[config.mk]
export PLATFORM = sky130hd
export DESIGN_NAME = serial_adder
export DESIGN_NICKNAME = d
export VERILOG_FILES = /design/src/rtl/serial_adder_pkg.sv /design/src/rtl/full_adder.sv /design/src/rtl/serial_adder.sv
export SDC_FILE = /design/constraint.sdc
export NUM_CORES = 1
export LEC_CHECK = 0
export ABC_AREA = 1
export BUFFER_PORTS_ARGS = -buffer_cell sky130_fd_sc_hd__buf_4
export CAP_MARGIN = 20
export CORE_MARGIN = 4
export CORE_UTILIZATION = 48
export CTS_CLUSTER_DIAMETER = 80
export DETAILED_ROUTE_END_ITERATION = 16
export PLACE_DENSITY = 0.8
export REMOVE_ABC_BUFFERS = 1
export SKIP_LAST_GASP = 1
export SYNTH_ARGS = -nofsm -noshare
export SYNTH_HDL_FRONTEND = slang
export SYNTH_SLANG_ARGS = --single-unit
[constraint.sdc]
create_clock -name clk -period 1.3 [get_ports clk]
set_clock_uncertainty 0.15 [all_clocks]
set_input_delay 0.065 -clock clk [delete_from_list [all_inputs] [get_ports clk]]
set_output_delay 0.065 -clock clk [all_outputs]
set_load 0.02 [all_outputs]
[src/rtl/serial_adder_pkg.sv]
// Shared definitions for the bit-serial adder: FSM state encoding and the
// elaboration-time clog2 used to size the bit counter.
package serial_adder_pkg;

  typedef enum logic [1:0] {
    ST_IDLE  = 2'd0,
    ST_SHIFT = 2'd1,
    ST_DONE  = 2'd2
  } state_t;

  function automatic int clog2(input int value);
    int r;
    int v;
    r = 0;
    v = value - 1;
    while (v > 0) begin
      r = r + 1;
      v = v >> 1;
    end
    return r;
  endfunction

endpackage

[src/rtl/full_adder.sv]
// One-bit combinational full adder; the single datapath cell of serial_adder.
module full_adder (
  input  logic a,
  input  logic b,
  input  logic cin,
  output logic s,
  output logic cout
);

  assign s    = a ^ b ^ cin;
  assign cout = (a & b) | (cin & (a ^ b));

endmodule

[src/rtl/serial_adder.sv]
// Bit-serial WIDTH-bit adder: operands are shifted LSB-first through one
// full_adder, giving {cout,sum} = a + b + cin after WIDTH shift cycles.
module serial_adder
  import serial_adder_pkg::*;
#(
  parameter int WIDTH = 4
) (
  input  logic             clk,
  input  logic             rst,
  input  logic             start,
  input  logic [WIDTH-1:0] a,
  input  logic [WIDTH-1:0] b,
  input  logic             cin,
  output logic             busy,
  output logic             done,
  output logic [WIDTH-1:0] sum,
  output logic             cout
);

  localparam int CW_RAW = clog2(WIDTH + 1);
  localparam int CW     = (CW_RAW < 1) ? 1 : CW_RAW;

  state_t           state_reg, state_next;
  logic [WIDTH-1:0] a_sh_reg, a_sh_next;
  logic [WIDTH-1:0] b_sh_reg, b_sh_next;
  logic [WIDTH-1:0] sum_reg, sum_next;
  logic [WIDTH-1:0] s_shifted;
  logic             carry_reg, carry_next;
  logic             cout_reg, cout_next;
  logic [CW-1:0]    cnt_reg, cnt_next;
  logic             fa_s, fa_cout;

  full_adder u_fa (
    .a    (a_sh_reg[0]),
    .b    (b_sh_reg[0]),
    .cin  (carry_reg),
    .s    (fa_s),
    .cout (fa_cout)
  );

  // The partial-sum register keeps only the upper WIDTH-1 bits: on the final
  // shift the lowest bit goes straight from s_shifted into sum_reg.
  generate
    if (WIDTH == 1) begin : g_one
      assign s_shifted = fa_s;
    end else begin : g_multi
      logic [WIDTH-1:1] s_sh_reg;
      genvar gi;
      for (gi = 1; gi < WIDTH; gi++) begin : g_sh
        assign s_shifted[gi-1] = s_sh_reg[gi];
      end
      assign s_shifted[WIDTH-1] = fa_s;

      always_ff @(posedge clk) begin
        if (rst) begin
          s_sh_reg <= '0;
        end else if (state_reg == ST_SHIFT) begin
          s_sh_reg <= s_shifted[WIDTH-1:1];
        end else if (start) begin
          s_sh_reg <= '0;
        end
      end
    end
  endgenerate

  always_comb begin
    state_next = state_reg;
    a_sh_next  = a_sh_reg;
    b_sh_next  = b_sh_reg;
    carry_next = carry_reg;
    cnt_next   = cnt_reg;
    sum_next   = sum_reg;
    cout_next  = cout_reg;
    case (state_reg)
      ST_IDLE, ST_DONE: begin
        if (start) begin
          state_next = ST_SHIFT;
          a_sh_next  = a;
          b_sh_next  = b;
          carry_next = cin;
          cnt_next   = '0;
        end else begin
          state_next = ST_IDLE;
        end
      end
      ST_SHIFT: begin
        a_sh_next  = a_sh_reg >> 1;
        b_sh_next  = b_sh_reg >> 1;
        carry_next = fa_cout;
        cnt_next   = cnt_reg + CW'(1);
        if (cnt_reg == CW'(WIDTH - 1)) begin
          state_next = ST_DONE;
          sum_next   = s_shifted;
          cout_next  = fa_cout;
        end
      end
      default: state_next = ST_IDLE;
    endcase
  end

  always_ff @(posedge clk) begin
    if (rst) begin
      state_reg <= ST_IDLE;
      a_sh_reg  <= '0;
      b_sh_reg  <= '0;
      carry_reg <= 1'b0;
      cnt_reg   <= '0;
      sum_reg   <= '0;
      cout_reg  <= 1'b0;
    end else begin
      state_reg <= state_next;
      a_sh_reg  <= a_sh_next;
      b_sh_reg  <= b_sh_next;
      carry_reg <= carry_next;
      cnt_reg   <= cnt_next;
      sum_reg   <= sum_next;
      cout_reg  <= cout_next;
    end
  end

  assign busy = (state_reg == ST_SHIFT);
  assign done = (state_reg == ST_DONE);
  assign sum  = sum_reg;
  assign cout = cout_reg;

endmodule
==> impl_metrics.py, run 1 <==
metrics = {
    "status": {
        "status": "complete, but fails checks",
        "failed_checks": "setup timing",
    },
    "global_routing": {
        "grt-ovfl-total": 0,
        "grt_pass1_vias": 1007,
        "number_of_antenna_violations_at_the_first_check_in_global_routing": 0,
        "first_pass_grt_wire_length_um": 4230,
        "globalRouteTotalUtil": 0.196,
        "grt_max_degree": 22,
    },
    "worst_setup_path": {
        "critPathTopFamily": "flip-flops",
        "cp_cell_sequence": "buf_6 > buf_6 > nor2_4 > buf_6",
        "crit_top_cell": "buf_6",
        "critical_path.max_fanout": 3,
        "worstSetupStartpointType": "register",
        "critPathSlowestCell": "dfxtp_4",
        "worst-endpoint-arrival_ns": 1.13,
        "critical_path_buf_inv_count": 3,
        "setup.worst_path.class": "reg2out",
        "timing.critical_path.required_ns": 1.09,
        "end_kind": "primary output",
        "critical_path.max_stage_delay_ns": 0.39,
    },
    "floorplanning": {
        "fp-row-count": 16,
        "initial_core_util": 0.520,
        "die-area_sq_um": 2980,
        "floorplan.die.height_um": 54.6,
        "core_area_sq_um": 2000,
        "die_w_um": 54.6,
        "boundaryPins": 19,
    },
    "routing": {
        "drt_first_iter_violations": 20,
        "detailed_route_drc_error_count": 0,
        "drt.antenna.violating_nets": 0,
        "route.vias.total": 1104,
        "detail_route.first_pass.iterations": 4,
        "postRouteWirelength_um": 2820,
        "detail_route.wl_per_cell_um": 13.3,
        "viasPerCell": 5.21,
    },
    "timing": {
        "rsz_0062_raised_after_global_routing": "true",
        "slew_violations": 0,
        "tightestPinTransition_ns": 0.240,
        "max_freq_ghz": 0.741,
        "finalCriticalPeriod_ns": 1.35,
        "worst_slew_margin_rel": 0.840,
        "final.setup.tns_ns": -0.103,
        "layout_setup_ws_ns": -0.0487,
        "whs_ns": 0.309,
        "final_min_period_over_clock_period": 1.04,
        "final_hold_viol_count": 0,
        "setup-violations-final": 3,
    },
    "pwr": {
        "cellLeakagePower_nw": 0.721,
        "total_power_w": 0.00163,
        "powerDensity_nw_per_um2": 1050,
        "irDropWorstVdd_mv": 0.918,
    },
    "clock_tree": {
        "htree_num_levels": 1,
        "cts_inserted_buffers": 3,
        "root_buffer": "clkbuf_4",
        "tritoncts_clock_tree": "built",
        "clk-insertion-delay-late_ns": 0.32,
        "cts.sink_count": 22,
        "cts-root-to-sink-buffers": 2,
        "clkSlewWorstSetupHoldPaths_ns": 0.14,
    },
    "yosys": {
        "netlist_instances": 143,
        "yosysWarnings": 0,
        "avgSynthCellArea_sq_um": 7.28,
        "yosys.cell_types.count": 19,
        "synth-seq-cells": 22,
        "yosysSeqAreaShare": 0.423,
        "synthesis.area_sq_um": 1040,
    },
    "job": {
        "cap_violations": 0,
    },
    "place": {
        "port-buffer-count": 18,
        "routabilityCongestion": 0.843,
        "placement.setup.worst_slack_ns": -0.0557,
        "hpwl_um": 1610,
    },
    "finish": {
        "post_route_cells_drive_above_1_share": 0.335,
        "mostFrequentLayoutCells": "nand2_1 (28), nand3_1 (24), buf_4 (24)",
        "insertedDiodeCount": 0,
        "area.growth.synth_to_final_pct": 48.7,
        "layout_commonest_cell": "nand2_1",
        "final_nets": 201,
    },
    "hold_path": {
        "hold_path_class": "reg2reg",
    },
}
-- metrics by stage --
step                      std cells  area [sq um]  utilization
after global placement          188          1220        0.608
after global routing            212          1550        0.773
after detailed placement        188          1220        0.608
final                           212          1550        0.773
after floorplan                 136           995            -
after CTS                       207          1460        0.727
-- kinds of logic (layout without fill, tap and decap cells) --
kind of cell | after synthesis | in the layout | share of synthesized area
compound gates | 12 | 12 | 0.0649
fa+ha+maj | 3 | 3 | 0.0433
buf+inv | 29 | 71 | 0.126
flops | 22 | 22 | 0.423
simple gates | 77 | 77 | 0.343
-- metal layers --
metal / wire [um] / track usage / vias up / part of all wire
met4: 42 / 0.0373 / 0 / 0.015
met3: 205 / 0.0627 / 8 / 0.073
met2: 1500 / 0.365 / 48 / 0.53
met5: 0 / 0 / - / 0
met1: 1080 / 0.217 / 512 / 0.38
li1: - / - / 536 / -
-- synthesized netlist by cell type --
cell	n	area (sq um)
buf_4	2	15.0
o21ai_0	1	5.00
fa_1	1	20.0
buf_6	1	11.3
nand3_1	24	120
inv_4	1	6.26
nand3b_1	3	22.5
inv_2	1	3.75
nor3_1	7	35.0
buf_2	4	20.0
dfxtp_1	22	440
a21oi_2	2	17.5
ha_1	2	25.0
a21oi_1	9	45.0
inv_1	20	75.1
nand2_2	4	25.0
nor2_4	1	11.3
nand2_1	30	113
nor2_1	8	30.0
-- what timing repair did --
item | 4_1_cts | 5_1_grt
endpoints found under the hold margin | 16 | 0
setup buffers | 4 | 4
cloned | 0 | 1
pin swaps | 5 | 3
resized for setup | 16 | 14
setup endpoints to repair | 9 | 19
hold buffers | 11 | 0
-- layout make-up --
class                      instances  area, sq um
tap                               27         33.8
timing repair inverter             1         5.00
fill                             140          454
clock inverter                     1         30.0
multi-input combinational         92          527
inverter                          22         88.8
clock buffer                       3         22.5
timing repair buffer              44          392
sequential                        22          449
-- power by group --
group / leakage, nW / switching [W] / internal (W) / total (W)
registers: 0.182 / 0.0000254 / 0.000715 / 0.000741
clock network: 0.0279 / 0.000221 / 0.000312 / 0.000533
logic: 0.511 / 0.000179 / 0.000179 / 0.000358
total: 0.721 / 0.000426 / 0.00121 / 0.00163
-- path summary, 6_finish.rpt --
path                      from                   to  slack [ns]  cells past startpoint
hold / removal      cnt_reg[0]           cnt_reg[0]        0.31                      1
setup / recovery  state_reg[0]                 done       -0.05                      4
setup reg to reg     carry_reg  g_multi.s_sh_reg[3]       -0.03                      3
hold reg to reg     cnt_reg[0]           cnt_reg[0]        0.31                      1
No activity file was read; power rests on OpenSTA's default activity.
==> run 2, diff against run 1 <==
Settings changed: CELL_PAD_IN_SITES_DETAIL_PLACEMENT set to 1, CELL_PAD_IN_SITES_GLOBAL_PLACEMENT set to 2, CORE_UTILIZATION 48 to 27.
==> run 2 against run 1 <==
The flow now finishes without violations. Critical path depth down 1. Sequential share of layout area up 0.27 points. Highest routed layer unchanged. Power down 8.3%. Count of clock-buffer cells in the layout unchanged. Via count down 5.7%. Worst setup slack better by 0.053 ns. Sequential power about the same. Combinational power down 5%. Critical path type is now reg2reg. Utilization down 36 points. Die area up 65%.
==> impl_metrics.py, run 2 (synthesis results as in run 1) <==
metrics = {
    "pwr": {
        "cellInternalPower_w": 0.00109,
        "combPwrFrac": 0.228,
        "powerDensity_nw_per_um2": 973,
        "share_clk_of_total_power": 0.278,
        "seq_power_share": 0.494,
        "cellLeakagePower_nw": 0.717,
        "power.switching_w": 0.000404,
        "irDropWorstVdd_mv": 0.422,
        "power.share.switching": 0.270,
    },
    "timing": {
        "tightestPinTransition_ns": 0.241,
        "layout_setup_ws_ns": 0.00385,
        "max_freq_ghz": 0.772,
        "final_hold_viol_count": 0,
        "final.setup.tns_ns": 0,
        "finalCriticalPeriod_ns": 1.30,
        "worst_slew_margin_rel": 0.839,
        "rsz_0062_raised_after_global_routing": "true",
        "setup-violations-final": 0,
        "slew_violations": 0,
        "final_min_period_over_clock_period": 0.997,
    },
    "clock_tree": {
        "cts.sink_count": 22,
        "tritoncts_clock_tree": "built",
        "cts-root-to-sink-buffers": 2,
        "clkSlewWorstSetupHoldPaths_ns": 0.07,
        "root_buffer": "clkbuf_8",
        "cts_inserted_buffers": 3,
        "htree_num_levels": 1,
        "clk-insertion-delay-late_ns": 0.26,
    },
    "routing": {
        "detail_route.first_pass.iterations": 4,
        "drt.antenna.violating_nets": 0,
        "postRouteWirelength_um": 2730,
        "route.vias.total": 1041,
        "detailed_route_drc_error_count": 0,
        "viasPerCell": 4.53,
        "drt_first_iter_violations": 30,
        "detail_route.wl_per_cell_um": 11.9,
    },
    "global_routing": {
        "grt_max_degree": 22,
        "first_pass_grt_wire_length_um": 4890,
        "globalRouteTotalUtil": 0.123,
        "grt_pass1_vias": 1084,
        "grt-ovfl-total": 0,
        "number_of_antenna_violations_at_the_first_check_in_global_routing": 0,
    },
    "floorplanning": {
        "initial_core_util": 0.282,
        "core_area_sq_um": 3690,
        "die-area_sq_um": 4910,
        "die_w_um": 70.1,
        "boundaryPins": 19,
        "floorplan.die.height_um": 70.1,
        "fp-row-count": 22,
    },
    "place": {
        "routabilityCongestion": 0.740,
        "place_area_sq_um": 1280,
        "placement.setup.worst_slack_ns": -0.0701,
        "hpwl_um": 1970,
        "port-buffer-count": 18,
    },
    "finish": {
        "final-seq-area_sq_um": 450,
        "post_route_cells_drive_above_1_share": 0.346,
        "insertedDiodeCount": 0,
        "layout.filler_cells": 454,
        "area.growth.synth_to_final_pct": 47.7,
        "area_of_all_placed_cells_without_fillers_sq_um": 1540,
        "layout_commonest_cell": "nand2_1",
        "final_nets": 199,
        "multi_input_area_sq_um": 518,
        "mostFrequentLayoutCells": "nand2_1 (28), buf_4 (27), nand3_1 (22)",
    },
    "worst_setup_path": {
        "end_kind": "register",
        "r2r_setup_slack_ns": 0.004,
        "worst-endpoint-arrival_ns": 1.34,
        "timing.critical_path.required_ns": 1.35,
        "rr_startpoint": "carry_reg",
        "worstSetupStartpointType": "register",
        "setup.worst_path.class": "reg2reg",
        "worstSetupEndpoint": "g_multi.s_sh_reg[3]",
        "number_of_cells_on_the_worst_reg_to_reg_path": 3,
        "critical_path.max_fanout": 2,
        "setup.worst_path.start": "carry_reg",
        "worst_r2r_endpoint": "g_multi.s_sh_reg[3]",
    },
    "status": {
        "status": "complete, no violations",
    },
    "job": {
        "cap_violations": 0,
    },
    "hold_path": {
        "hold_path_class": "in2reg",
    },
}
-- run 2: worst min path at each step --
| stage | startpoint | to | slack, ns | depth (start not counted) |
|---|---|---|---|---|
| after floorplan | rst | cnt_reg[1] | -0.02 | 1 |
| after global placement | b[1] | b_sh_reg[1] | 0.15 | 3 |
| after detailed placement | a[1] | a_sh_reg[1] | 0.16 | 3 |
| after CTS | start | g_multi.s_sh_reg[1] | 0.002 | 4 |
| after global routing | start | g_multi.s_sh_reg[1] | 0.04 | 4 |
| final | start | g_multi.s_sh_reg[1] | 0.03 | 4 |
-- run 2: per-stage QoR --
stage	utilization	power, W	std cells	hold WS, ns
final	0.417	0.00150	230	0.0261
after global routing	0.417	0.00160	230	0.0395
after CTS	0.399	0.00149	229	0.00210
after detailed placement	0.348	0.00102	213	0.155
after global placement	0.348	0.00101	213	0.145
after floorplan	-	0.000903	136	-0.0226
-- run 2: layout make-up --
type / count / share of cell area
tap: 48 / 0.0391
clock buffer: 3 / 0.0269
multi-input combinational: 92 / 0.337
inverter: 22 / 0.0553
sequential: 22 / 0.293
timing repair buffer: 43 / 0.249
-- run 2: power by group through the flow --
stage | Sequential (W) | Combinational (W) | Clock (W)
3_5_place_dp | 0.000752 | 0.000272 | 0
5_1_grt | 0.000745 | 0.000390 | 0.000467
6_report | 0.000739 | 0.000341 | 0.000416
4_1_cts | 0.000739 | 0.000319 | 0.000434
3_3_place_gp | 0.000751 | 0.000264 | 0
2_1_floorplan | 0.000749 | 0.000153 | 0
-- run 2: routing by layer --
layer	global-route usage	part of all wire	vias to the layer above
li1	-	-	532
met1	0.146	0.43	490
met2	0.215	0.53	14
met3	0.0302	0.030	5
met4	0.0383	0.013	0
met5	0	0	-
-- run 2: critical path, cell delays in order, from the launching register on --
cell,delay [ns]
dfxtp_2,0.33
fa_2,0.59
nand2_2,0.06
a21oi_2,0.11
-- run 2: repair_timing --
item                                    in CTS  in global routing
pin swaps                                    4                  4
gates resized for setup                      9                 19
buffers inserted                             3                  1
endpoints found under the setup margin      13                 20
hold buffers                                10                  0
gates cloned                                 0                  0
hold endpoints to repair                    15                  0
==> run 3, diff against run 2 <==
Settings changed: ABC_AREA 1 to unset, PLACE_DENSITY 0.8 to 0.78.
==> run 3 against run 2 <==
The flow now finishes with violations (setup timing). Design area down 11%. Non-clock buffer count is 3 lower. Combinational power down 30%. Synthesized cell count fell by 23%. Sequential share of layout area is 3.3 points higher. Maximum frequency decreased by 2.1%. Clock power down 7.9%. Flip-flop and latch count stayed put. Worst hold slack improved by 0.11 ns. Worst setup slack lost 0.028 ns. Highest routed layer unchanged. Wire length shrank 13%. Largest cell class unchanged.
==> impl_metrics.py, run 3 <==
metrics = {
    "yosys": {
        "yosysSeqAreaShare": 0.476,
        "synthesis.area_sq_um": 926,
        "yosys.cell_types.count": 19,
        "synthDominantCellAreaShare": 0.476,
        "avgSynthCellArea_sq_um": 8.42,
        "synth-edff-count": 0,
        "synth-seq-cells": 22,
        "post-synth-top-count-cell": "nand2_1",
        "yosysWarnings": 0,
        "postSynth.asyncResetShare": 0,
        "synth.top_cells.by_area": "dfxtp_1 (48%), nand2_1 (10%), a21oi_1 (7.0%), a311oi_1 (6.6%), nand3_1 (5.4%)",
        "netlist_instances": 110,
        "ys.flop_type": "dfxtp_1",
        "synth.largest_area_cell": "dfxtp_1",
        "yosys-top-cells-count": "nand2_1 (25), dfxtp_1 (22), a21oi_1 (13), nand3_1 (10), nor2_1 (9)",
    },
    "floorplanning": {
        "core_area_sq_um": 3340,
        "die-area_sq_um": 4430,
        "floorplan.die.height_um": 66.6,
        "fp-row-count": 21,
        "die_w_um": 66.6,
        "boundaryPins": 19,
        "initial_core_util": 0.277,
    },
    "clock_tree": {
        "clk-insertion-delay-late_ns": 0.31,
        "cts.sink_count": 22,
        "cts_inserted_buffers": 3,
        "tritoncts_clock_tree": "built",
        "clkSlewWorstSetupHoldPaths_ns": 0.13,
        "cts-root-to-sink-buffers": 2,
        "htree_num_levels": 1,
        "root_buffer": "clkbuf_4",
    },
    "timing": {
        "worst_slew_margin_rel": 0.821,
        "final_min_period_over_clock_period": 1.02,
        "layout_setup_ws_ns": -0.0240,
        "rsz_0062_raised_after_global_routing": "true",
        "setup-violations-final": 1,
        "slew_violations": 0,
        "whs_ns": 0.135,
        "final_hold_viol_count": 0,
        "tightestPinTransition_ns": 0.268,
        "max_freq_ghz": 0.755,
        "finalCriticalPeriod_ns": 1.32,
    },
    "routing": {
        "postRouteWirelength_um": 2370,
        "viasPerCell": 4.65,
        "route.vias.total": 893,
        "detail_route.first_pass.iterations": 4,
        "detail_route.wl_per_cell_um": 12.3,
        "drt_first_iter_violations": 26,
        "drt.antenna.violating_nets": 0,
        "detailed_route_drc_error_count": 0,
    },
    "global_routing": {
        "grt-ovfl-total": 0,
        "number_of_antenna_violations_at_the_first_check_in_global_routing": 0,
        "first_pass_grt_wire_length_um": 4020,
        "grt_max_degree": 23,
        "grt_pass1_vias": 903,
        "globalRouteTotalUtil": 0.117,
    },
    "worst_setup_path": {
        "worstSetupEndpoint": "sum[3]",
        "timing.critical_path.required_ns": 1.40,
        "rr_startpoint": "carry_reg",
        "number_of_cells_on_the_worst_reg_to_reg_path": 3,
        "worst_r2r_endpoint": "sum[3]",
        "critical_path.max_fanout": 2,
        "setup.worst_path.start": "carry_reg",
        "worstSetupStartpointType": "register",
        "setup.worst_path.class": "reg2reg",
        "end_kind": "register",
        "r2r_setup_slack_ns": -0.02,
        "worst-endpoint-arrival_ns": 1.43,
    },
    "pwr": {
        "power.share.switching": 0.260,
        "powerDensity_nw_per_um2": 995,
        "power.switching_w": 0.000354,
        "share_clk_of_total_power": 0.282,
        "cellInternalPower_w": 0.00101,
        "combPwrFrac": 0.176,
        "cellLeakagePower_nw": 0.533,
        "seq_power_share": 0.542,
        "irDropWorstVdd_mv": 0.387,
    },
    "place": {
        "routabilityCongestion": 0.695,
        "port-buffer-count": 18,
        "hpwl_um": 1600,
    },
    "finish": {
        "post_route_cells_drive_above_1_share": 0.329,
        "mostFrequentLayoutCells": "buf_4 (29), nand2_1 (25), dfxtp_1 (18)",
        "fin_util": 0.410,
        "final_nets": 162,
        "layout_commonest_cell": "buf_4",
        "insertedDiodeCount": 0,
        "area.growth.synth_to_final_pct": 47.7,
    },
    "job": {
        "cap_violations": 0,
    },
    "status": {
        "failed_checks": "setup timing",
        "status": "complete, but fails checks",
    },
    "hold_path": {
        "hold_path_class": "in2reg",
    },
}
run 3: cell count changes after synthesis, sizes merged, moves of 2 or more:
cell / before / now
buf: 7 / 5
clkbuf: 0 / 3
nor3: 7 / 0
nand2b: 0 / 3
inv: 22 / 2
a21oi: 11 / 13
nand3: 24 / 10
nand2: 34 / 25
a311oi: 0 / 7
nor2b: 0 / 2
run 3: how the worst min path moves through the flow:
stage               startpoint          end  slack [ns]  cells past startpoint
floorplan                  rst  a_sh_reg[3]       -0.02                      1
global placement          b[3]  b_sh_reg[3]        0.17                      3
detailed placement        a[3]  a_sh_reg[3]        0.18                      3
CTS                      start  a_sh_reg[3]        0.16                      5
global route             start  b_sh_reg[3]        0.16                      5
finish                   start  a_sh_reg[3]        0.14                      5
run 3: cell type report:
class                      count  area (sq um)
clock buffer                   4          36.3
fill                         398          1970
inverter                       2          10.0
multi-input combinational     78           490
sequential                    22           445
tap                           46          57.6
timing repair buffer          40           328
run 3: power by group through the flow:
stage	logic [W]	clock network, W	registers (W)
finish	0.000240	0.000383	0.000738
global route	0.000271	0.000420	0.000744
CTS	0.000221	0.000395	0.000736
detailed placement	0.000185	0	0.000747
global placement	0.000179	0	0.000745
floorplan	0.0000972	0	0.000741
run 3: cells by family after synthesis:
family                     after synthesis  share of synthesized area
adders and majority gates                3                     0.0486
AOI/OAI and AO/OA                       21                      0.145
DFF                                     22                      0.476
and+or+nand+nor                         54                      0.268
buffers and inverters                   10                     0.0635
run 3: repair_timing:
action / in CTS / in global routing
pin swaps: 12 / 6
endpoints found under the setup margin: 8 / 16
cloned: 0 / 1
buffers inserted: 1 / 2
hold buffers: 11 / 0
hold endpoints to repair: 22 / 0
gates resized for setup: 10 / 11
run 3: worst max-delay path: stages, from the launching register on:
cell and delay (ns):
dfxtp_2 0.35, fa_1 0.55, nand3_1 0.09, a21oi_2 0.13
run 3: layer usage:
layer  global-route usage  share of wire  wire length [um]
met3               0.0202          0.048               113
met5                    0              0                 0
met1                0.145           0.47              1110
met4               0.0305         0.0034                 8
met2                0.205           0.48              1130
run 3: stage by stage:
stage	std cells	total power, W	setup WS, ns	TNS, ns	area, sq um
finish	192	0.00136	-0.0240	-0.0240	1370
global route	192	0.00144	-0.0948	-0.459	1370
CTS	189	0.00135	-0.0189	-0.0426	1310
detailed placement	173	0.000932	-0.0757	-0.362	1120
global placement	173	0.000923	-0.0260	-0.113	1120
floorplan	102	0.000838	-0.218	-2.60	875
